`config.mk`:
```
export PLATFORM = sky130hd
export DESIGN_NAME = ws2812_frame_scheduler
export DESIGN_NICKNAME = d
export VERILOG_FILES = /design/src/rtl/ws2812_pkg.sv /design/src/rtl/ws2812_refresh_timer.sv /design/src/rtl/ws2812_frame_scheduler.sv
export SDC_FILE = /design/constraint.sdc
export NUM_CORES = 1
export LEC_CHECK = 0
export BUFFER_PORTS_ARGS = -buffer_cell sky130_fd_sc_hd__buf_2
export CAP_MARGIN = 20
export CORE_MARGIN = 2
export CORE_UTILIZATION = 45
export DETAILED_ROUTE_END_ITERATION = 8
export GPL_TIMING_DRIVEN = 0
export PLACE_DENSITY = 0.68
export SYNTH_ARGS = -nofsm -noshare
export SYNTH_HDL_FRONTEND = slang
export SYNTH_SLANG_ARGS = --single-unit
```
`constraint.sdc`:
```
create_clock -name clk_i -period 5 [get_ports clk_i]
set_input_delay 0.5 -clock clk_i [delete_from_list [all_inputs] [get_ports clk_i]]
set_output_delay 0.5 -clock clk_i [all_outputs]
set_load 0.03 [all_outputs]
```
`src/rtl/ws2812_pkg.sv`:
```
`default_nettype none
// ============================================================================
//  Module      : ws2812_pkg
//  Description : Shared types, constants and the brightness-scaling helper
//                for the WS2812 frame scheduler.
//  Revision    : 1.0 - initial release
// ============================================================================
package ws2812_pkg;

    // Frame sequencer states
    typedef enum logic [2:0] {
        ST_IDLE    = 3'd0,
        ST_FETCH   = 3'd1,
        ST_CAPTURE = 3'd2,
        ST_KICK    = 3'd3,
        ST_WAIT    = 3'd4,
        ST_LATCH   = 3'd5
    } state_e;

    localparam int unsigned CLK_HZ               = 50_000_000;
    localparam int unsigned DEFAULT_RESET_CYCLES = 4000;   // 80 us at 50 MHz

    // GRB word channel bit ranges
    localparam int unsigned G_HI = 23;
    localparam int unsigned G_LO = 16;
    localparam int unsigned R_HI = 15;
    localparam int unsigned R_LO = 8;
    localparam int unsigned B_HI = 7;
    localparam int unsigned B_LO = 0;

    // c' = (c * (br + 1)) >> 8 ; br = 255 leaves the channel untouched
    function automatic logic [7:0] scale_chan(input logic [7:0] c, input logic [7:0] br);
        logic [15:0] prod;
        prod = {8'd0, c} * ({8'd0, br} + 16'd1);
        return prod[15:8];
    endfunction

    function automatic logic [23:0] scale_grb(input logic [23:0] pix, input logic [7:0] br);
        return {scale_chan(pix[G_HI:G_LO], br),
                scale_chan(pix[R_HI:R_LO], br),
                scale_chan(pix[B_HI:B_LO], br)};
    endfunction

endpackage
`default_nettype wire

```
`src/rtl/ws2812_refresh_timer.sv`:
```
`default_nettype none
// ============================================================================
//  Module      : ws2812_refresh_timer
//  Description : Free-running 0..REFRESH_CYCLES-1 counter; tick is high in
//                the terminal-count cycle, i.e. once per refresh period.
//  Revision    : 1.0 - initial release
// ============================================================================
module ws2812_refresh_timer #(
    parameter int unsigned REFRESH_CYCLES = 1000000
) (
    input  logic clk_i,
    input  logic reset_n_i,
    output logic tick_o
);

    localparam int unsigned    CNT_W    = (REFRESH_CYCLES > 1) ? $clog2(REFRESH_CYCLES) : 1;
    localparam logic [CNT_W-1:0] CNT_LAST = CNT_W'(REFRESH_CYCLES - 1);

    logic [CNT_W-1:0] cnt_q;
    logic [CNT_W-1:0] cnt_d;

    // Wrap at the terminal count, otherwise increment
    always_comb begin
        cnt_d = (cnt_q == CNT_LAST) ? '0 : cnt_q + CNT_W'(1);
    end

    // Counter register
    always_ff @(posedge clk_i or negedge reset_n_i) begin
        if (!reset_n_i) begin
            cnt_q <= '0;
        end else begin
            cnt_q <= cnt_d;
        end
    end

    assign tick_o = (cnt_q == CNT_LAST);

endmodule
`default_nettype wire

```
`src/rtl/ws2812_frame_scheduler.sv`:
```
`default_nettype none
// ============================================================================
//  Module      : ws2812_frame_scheduler
//  Description : Walks the pixel RAM for one strip frame, scales each GRB word
//                by the frame's latched brightness, hands it to the serializer
//                and then holds the data line low for the latch gap.
//  Revision    : 1.0 - initial release
// ============================================================================
module ws2812_frame_scheduler
    import ws2812_pkg::*;
#(
    parameter int unsigned NUM_LEDS       = 8,
    parameter int unsigned ADDR_W         = 3,
    parameter int unsigned RESET_CYCLES   = DEFAULT_RESET_CYCLES,
    parameter int unsigned REFRESH_CYCLES = 1000000
) (
    input  logic              clk_i,
    input  logic              reset_n_i,
    input  logic              frame_req_i,
    input  logic              auto_en_i,
    input  logic [7:0]        brightness_i,
    output logic [ADDR_W-1:0] pix_addr_o,
    output logic              pix_rd_en_o,
    input  logic [23:0]       pix_rdata_i,
    output logic [23:0]       px_data_o,
    output logic              px_load_o,
    input  logic              px_busy_i,
    input  logic              px_line_i,
    output logic              ws2812_out_o,
    output logic              frame_busy_o,
    output logic              frame_done_o
);

    localparam int unsigned       LAT_W    = (RESET_CYCLES > 1) ? $clog2(RESET_CYCLES) : 1;
    localparam logic [LAT_W-1:0]  LAT_LAST = LAT_W'(RESET_CYCLES - 1);
    localparam logic [ADDR_W-1:0] LED_LAST = ADDR_W'(NUM_LEDS - 1);

    state_e            state_q,    state_d;
    logic [ADDR_W-1:0] led_idx_q,  led_idx_d;
    logic              pending_q,  pending_d;
    logic [7:0]        bright_q,   bright_d;
    logic [LAT_W-1:0]  lat_cnt_q,  lat_cnt_d;
    logic [ADDR_W-1:0] pix_addr_q;
    logic [23:0]       px_data_q,  px_data_d;
    logic              frame_done_q, frame_done_d;
    logic              pend_clr;
    logic              refresh_tick;

    ws2812_refresh_timer #(
        .REFRESH_CYCLES (REFRESH_CYCLES)
    ) u_refresh_timer (
        .clk_i     (clk_i),
        .reset_n_i (reset_n_i),
        .tick_o    (refresh_tick)
    );

    // Next-state, frame bookkeeping and state-decoded control outputs
    always_comb begin
        state_d      = state_q;
        led_idx_d    = led_idx_q;
        bright_d     = bright_q;
        lat_cnt_d    = lat_cnt_q;
        frame_done_d = 1'b0;
        pend_clr     = 1'b0;
        pix_rd_en_o  = 1'b0;
        px_load_o    = 1'b0;
        ws2812_out_o = 1'b0;
        frame_busy_o = (state_q != ST_IDLE);

        case (state_q)
            ST_IDLE: begin
                if (pending_q) begin
                    state_d   = ST_FETCH;
                    pend_clr  = 1'b1;
                    led_idx_d = '0;
                    bright_d  = brightness_i;
                end
            end
            ST_FETCH: begin
                pix_rd_en_o  = 1'b1;
                ws2812_out_o = px_line_i;
                state_d      = ST_CAPTURE;
            end
            ST_CAPTURE: begin
                ws2812_out_o = px_line_i;
                state_d      = ST_KICK;
            end
            ST_KICK: begin
                px_load_o    = 1'b1;
                ws2812_out_o = px_line_i;
                state_d      = ST_WAIT;
            end
            ST_WAIT: begin
                ws2812_out_o = px_line_i;
                // The serializer raises busy the cycle after the load, so the
                // first WAIT cycle never exits early.
                if (!px_busy_i) begin
                    if (led_idx_q == LED_LAST) begin
                        state_d   = ST_LATCH;
                        lat_cnt_d = '0;
                    end else begin
                        led_idx_d = led_idx_q + ADDR_W'(1);
                        state_d   = ST_FETCH;
                    end
                end
            end
            ST_LATCH: begin
                if (lat_cnt_q == LAT_LAST) begin
                    frame_done_d = 1'b1;
                    lat_cnt_d    = '0;
                    // A request that arrived mid-frame starts straight away
                    if (pending_q) begin
                        state_d   = ST_FETCH;
                        pend_clr  = 1'b1;
                        led_idx_d = '0;
                        bright_d  = brightness_i;
                    end else begin
                        state_d   = ST_IDLE;
                    end
                end else begin
                    lat_cnt_d = lat_cnt_q + LAT_W'(1);
                end
            end
            default: begin
                state_d = ST_IDLE;
            end
        endcase
    end

    // One-deep request flag; a new request wins over a same-cycle clear
    always_comb begin
        pending_d = frame_req_i | (refresh_tick & auto_en_i) | (pending_q & ~pend_clr);
    end

    // Capture-and-scale of the pixel word read in FETCH
    always_comb begin
        px_data_d = (state_q == ST_CAPTURE) ? scale_grb(pix_rdata_i, bright_q) : px_data_q;
    end

    // State and datapath registers; reset aborts any frame at once
    always_ff @(posedge clk_i or negedge reset_n_i) begin
        if (!reset_n_i) begin
            state_q      <= ST_IDLE;
            led_idx_q    <= '0;
            pending_q    <= 1'b0;
            bright_q     <= 8'd0;
            lat_cnt_q    <= '0;
            pix_addr_q   <= '0;
            px_data_q    <= 24'd0;
            frame_done_q <= 1'b0;
        end else begin
            state_q      <= state_d;
            led_idx_q    <= led_idx_d;
            pending_q    <= pending_d;
            bright_q     <= bright_d;
            lat_cnt_q    <= lat_cnt_d;
            pix_addr_q   <= led_idx_d;
            px_data_q    <= px_data_d;
            frame_done_q <= frame_done_d;
        end
    end

    assign pix_addr_o   = pix_addr_q;
    assign px_data_o    = px_data_q;
    assign frame_done_o = frame_done_q;

endmodule
`default_nettype wire

```
==> results.json, run 1 <==
{
  "status": "finished, violations left",
  "violations": "setup timing",
  "multi_input_area_um2": 7550,
  "yosysMostFrequentCell": "inv_1",
  "period_share_pct": 103,
  "ant_nets": 0,
  "detail_route.wl_per_cell_um": 16.3,
  "path_delay_family": "adder cells",
  "grt_pass1_wl_um": 38400,
  "path_clk_slew_ps": 50,
  "num_rows": 52,
  "crit_arrival_ps": 5420,
  "synth_top_area_cell": "fa_1",
  "ctsHoldBuffers": 0,
  "fin_area_um2": 11700,
  "hold_violations": 0,
  "crit_required_ps": 5270,
  "synth_edf_count": 0,
  "cts_root_buf": "clkbuf_16",
  "clockBufferDepth": 2,
  "drtIter0Drc": 339,
  "finalSetupViolations": 11,
  "place_congestion": 0.818,
  "crit_slowest_cell": "fa_1",
  "drv_slew": 0,
  "tightest_slew_ps": 683,
  "avgViaCountPerCell": 5.16,
  "path_max_fanout": 10,
  "fin_skew_ps": 6.70,
  "synth_area_leaders": "fa_1 26%, dfrtp_1 19%, ha_1 13%, and2_1 8.8%, inv_1 6.3%",
  "dieArea_um2": 22100,
  "synthArstFlopShare_pct": 100,
  "setup_slack_ps": -148,
  "antenna_cells": 0,
  "syn_area_um2": 9410,
  "drcViolationCount": 0,
  "drt-pass1-iter-count": 7,
  "h-tree-depth": 3,
  "dieWidth_um": 149,
  "cts_made_buffers": 9,
  "first_global_vias": 7782,
  "synth_top_area_share_pct": 25.5,
  "avgSynthCellArea_um2": 9.21,
  "fmax_ghz": 0.194,
  "wl_um": 23500,
  "tns_ps": -815,
  "cts_sinks": 72,
  "endpoint_kind": "register",
  "cpMostUsedCell": "fa_1",
  "max_cap_violations": 0,
  "drive_gt1_share_pct": 23.1,
  "ys_types": 56,
  "relSlewSlack_pct": 54.5,
  "whs_ps": 98.6,
  "min_path_type": "input pin to async pin",
  "rsz0062_at_grt": "yes",
  "fp.dieH_um": 149,
  "clock_latency_ps": 340,
  "synthToLayoutAreaGrowth_pct": 24.6,
  "crit_type": "register to register",
  "critPathBufInv": 5,
  "yosysSeqAreaShare_pct": 19.1,
  "area.sequential_um2": 1810,
  "syn_inst": 1022,
  "critPathMaxStageDelay_ps": 550,
  "grt_usage_pct": 22.1,
  "path_cells": "nand2_2, nor2_4, buf_4, nand3_4, xnor2_4, buf_6, clkbuf_8, and2_4, fa_1, fa_1, fa_1, inv_1, fa_1, inv_1, ha_4, a21oi_2, o21ai_2, a21bo_2, or4_1, nand3_1",
  "netlist_top_cells_count": "157 x inv_1, 132 x and2_1, 120 x fa_1",
  "grt_antenna_before_repair": 1,
  "crit_path_start_kind": "register",
  "yosysWarnings": 0,
  "dpl-instance-area_um2": 10200,
  "initial_core_util_pct": 46.2,
  "dpl.hpwl_um": 16700,
  "synth_seq_cells": 72,
  "min_period_ps": 5150,
  "overflow": 0,
  "synthFlopType": "dfrtp_1",
  "num-fill-cells": 1765,
  "core_area_um2": 20400,
  "io_pins": 70,
  "cts_tree": "built",
  "via_count": 7444,
  "nets": 1427,
  "portBuffers": 69,
  "grt_max_degree": 44,
  "synth_nets": 1281
}
-- layer usage --
layer  part of all wire, %  GRT usage, %
met5                     0             0
met4                   3.1          7.86
met3                   4.3          2.52
met2                    50          38.2
met1                    43          28.7
-- cell families after synthesis --
family                     count (synthesis)  synth area share (%)
AOI/OAI and AO/OA                         98                  6.83
xor gates and xnor gates                  51                  4.75
and+or+nand+nor                          381                  21.2
buffers and inverters                    185                  7.42
DFF                                       72                  19.1
muxes                                     14                  1.65
adders and majority gates                221                  39.0
-- cells in the final DEF (no fill, tap or decap), types with 17 or more instances in the layout --
cell type	netlist	routed
fa_1	120	115
ha_1	101	84
buf_4	1	54
buf_2	0	71
inv_1	157	152
o21ai_0	34	24
nand2_1	108	104
xnor2_1	34	27
nor2_1	36	32
dfrtp_1	72	67
nor2b_1	20	20
and3_1	18	17
and2_1	132	123
-- flip-flops by register name, summed over array words and instances, names as in the netlist --
name / count
lat_cnt_q: 12
pix_addr_o: 3
px_data_o: 24
bright_q: 8
u_refresh_timer.cnt_q: 20
state_q: 3
frame_done_o: 1
pending_q: 1
-- repair_timing --
| action | 4_1_cts | 5_1_grt |
|---|---|---|
| setup buffers | 45 | 22 |
| resized for setup | 104 | 60 |
| pin swaps | 55 | 64 |
| setup endpoints to repair | 24 | 20 |
-- worst paths after layout --
kind / slack (ps) / to / cells after the start / startpoint
setup reg to reg: -150 / px_data_o[7]$_DFFE_PN0P_ / 20 / bright_q[1]$_DFFE_PN0P_
max in group asynchronous: 4320 / bright_q[0]$_DFFE_PN0P_ / 2 / reset_n_i
hold / removal: 100 / u_refresh_timer.cnt_q[2]$_DFF_PN0_ / 1 / reset_n_i
min in group clk_i: 360 / pending_q$_DFF_PN0_ / 2 / frame_req_i
hold reg to reg: 480 / u_refresh_timer.cnt_q[4]$_DFF_PN0_ / 1 / u_refresh_timer.cnt_q[4]$_DFF_PN0_
setup / recovery: -150 / px_data_o[7]$_DFFE_PN0P_ / 20 / bright_q[1]$_DFFE_PN0P_
-- layout make-up --
cell class	count	share of cell area [%]
clock buffer	14	2.34
timing repair buffer	135	7.78
sequential	72	15.4
buffer	28	2.02
clock inverter	2	0.107
multi-input combinational	765	64.4
tap	270	2.88
inverter	157	5.05
-- metrics by stage --
stage          std cells  worst slack [ps]  util (%)
2_1_floorplan       1022              37.8         -
3_5_place_dp        1362              -813      50.3
6_report            1443              -148      57.6
4_1_cts             1423              -104      55.7
3_3_place_gp        1361              -788      50.2
5_1_grt             1443              -307      57.6
Power of run 1 is not shown: default switching activity piles up to over one toggle a cycle in this logic, so the estimate is an artifact.
==> run 2: changes to the inputs <==
--- a/config.mk
+++ b/config.mk
@@ -8,10 +8,10 @@
 export BUFFER_PORTS_ARGS = -buffer_cell sky130_fd_sc_hd__buf_2
 export CAP_MARGIN = 20
 export CORE_MARGIN = 2
-export CORE_UTILIZATION = 45
+export CORE_UTILIZATION = 55
 export DETAILED_ROUTE_END_ITERATION = 8
 export GPL_TIMING_DRIVEN = 0
-export PLACE_DENSITY = 0.68
+export PLACE_DENSITY = 0.8
 export SYNTH_ARGS = -nofsm -noshare
 export SYNTH_HDL_FRONTEND = slang
 export SYNTH_SLANG_ARGS = --single-unit
==> results.json, run 2 (synthesized netlist as in run 1, its figures left out) <==
{
  "status": "finished, violations left",
  "violations": "setup timing",
  "dpl-instance-area_um2": 10200,
  "grt_antenna_before_repair": 0,
  "ctsHoldBuffers": 0,
  "r2r_slack_ps": -160,
  "cts_tree": "built",
  "fp.dieH_um": 135,
  "overflow": 0,
  "via_count": 7587,
  "first_global_vias": 8224,
  "finalSetupViolations": 12,
  "crit_arrival_ps": 5430,
  "dieArea_um2": 18200,
  "final_cell_mix": "149 x inv_1, 125 x and2_1, 117 x fa_1",
  "reg2reg_to": "px_data_o[23]$_DFFE_PN0P_",
  "drt-pass1-iter-count": 7,
  "nets": 1408,
  "cpMostUsedCell": "fa_1",
  "endpoint_kind": "register",
  "drcViolationCount": 0,
  "place_congestion": 0.857,
  "portBuffers": 69,
  "place_ws_ps": -748,
  "wl_um": 23200,
  "detail_route.wl_per_cell_um": 16.9,
  "clock_latency_ps": 340,
  "final_cells": 1374,
  "cts_root_buf": "clkbuf_16",
  "synthToLayoutAreaGrowth_pct": 20.6,
  "crit_type": "register to register",
  "critPathMaxStageDelay_ps": 560,
  "ant_nets": 0,
  "tns_ps": -747,
  "fmax_ghz": 0.194,
  "reg2reg_depth": 19,
  "largest_reg_flops": 24,
  "max_cap_violations": 0,
  "hold_violations": 0,
  "path_cells": "ha_4, nand2_4, nor2_4, xor2_4, buf_6, and2_4, fa_1, fa_1, fa_1, inv_1, fa_1, inv_2, ha_4, a21o_1, a21oi_2, a21boi_2, o41a_1, or4_1, nand3_1",
  "core_area_um2": 16600,
  "setup_slack_ps": -163,
  "h-tree-depth": 3,
  "cts_made_buffers": 9,
  "drtIter0Drc": 358,
  "crit_path_start_kind": "register",
  "dieWidth_um": 135,
  "num-fill-cells": 1260,
  "grt_usage_pct": 27.2,
  "period_share_pct": 103,
  "initial_core_util_pct": 56.5,
  "min_period_ps": 5160,
  "layout_commonest_cell": "inv_1",
  "min_path_type": "input pin to async pin",
  "drive_gt1_share_pct": 20.8,
  "place_inst": 1311,
  "io_pins": 70,
  "tightest_slew_ps": 901,
  "grt_max_degree": 73,
  "clockBufferDepth": 2,
  "drv_slew": 0,
  "fin_area_um2": 11300,
  "path_max_fanout": 4,
  "rsz0062_at_grt": "yes",
  "num_rows": 47,
  "r2r_start": "bright_q[1]$_DFFE_PN0P_",
  "crit_slowest_cell": "fa_1",
  "relSlewSlack_pct": 39.9,
  "path_clk_slew_ps": 60,
  "avgViaCountPerCell": 5.52,
  "fin_skew_ps": 10.5,
  "antenna_cells": 0,
  "dpl.hpwl_um": 16400,
  "cts_sinks": 72,
  "grt_pass1_wl_um": 39000,
  "crit_required_ps": 5270
}
-- run 2: cell count changes in the layout (fill, tap and decap cells not counted), moves of 4 or more --
cell	previous run	this run
o21ai_0	24	29
ha_4	16	10
o21ai_1	11	5
ha_1	84	88
buf_6	13	9
buf_4	54	42
-- run 2: repair_timing --
item	CTS	global route
resized for setup	100	29
pin swaps	55	21
buffers inserted	43	7
gates cloned	1	0
setup endpoints to repair	23	20
-- run 2: worst max-delay path by stage --
stage / from / to / slack (ps)
5_1_grt: bright_q[1]$_DFFE_PN0P_ / px_data_o[23]$_DFFE_PN0P_ / -310
4_1_cts: bright_q[0]$_DFFE_PN0P_ / px_data_o[23]$_DFFE_PN0P_ / -90
6_report: bright_q[1]$_DFFE_PN0P_ / px_data_o[23]$_DFFE_PN0P_ / -160
2_1_floorplan: bright_q[0]$_DFFE_PN0P_ / px_data_o[23]$_DFFE_PN0P_ / 40
3_5_place_dp: bright_q[1]$_DFFE_PN0P_ / px_data_o[23]$_DFFE_PN0P_ / -750
3_3_place_gp: bright_q[2]$_DFFE_PN0P_ / px_data_o[13]$_DFFE_PN0P_ / -720
-- run 2: critical path, delay by kind of cell, from the launching register on --
family,cells,cell delay [ps]
fa+ha+maj,6,2450
xor+xnor,1,270
simple gates,5,900
compound gates,4,800
buf+inv,3,260
flops,1,410
-- run 2: final cells by class --
type	instances	area [µm²]	share of cell area (%)
Clock buffer	11	233	2.05
Clock inverter	5	57.6	0.507
Timing Repair Buffer	118	758	6.68
Sequential cell	72	1810	15.9
Buffer	26	221	1.95
Tap cell	220	275	2.43
Multi-Input combinational cell	765	7400	65.2
Inverter	157	592	5.22
-- run 2: routing by layer --
metal / up-vias / GRT usage, % / share of wire, %
met3: 67 / 4.99 / 5.8
met2: 235 / 46.3 / 50
met5: - / 0 / 0
li1: 3502 / - / -
met4: 0 / 12.6 / 4.0
met1: 3783 / 33.8 / 41
-- run 2: per-stage QoR --
| step | hold WS (ps) | utilization [%] |
|---|---|---|
| finish | 289 | 68.2 |
| global route | 367 | 68.2 |
| CTS | 325 | 67.5 |
| detailed placement | 457 | 61.1 |
| global placement | 459 | 61.0 |
| floorplan | 204 | - |
Power of run 2 is left out for the same reason.
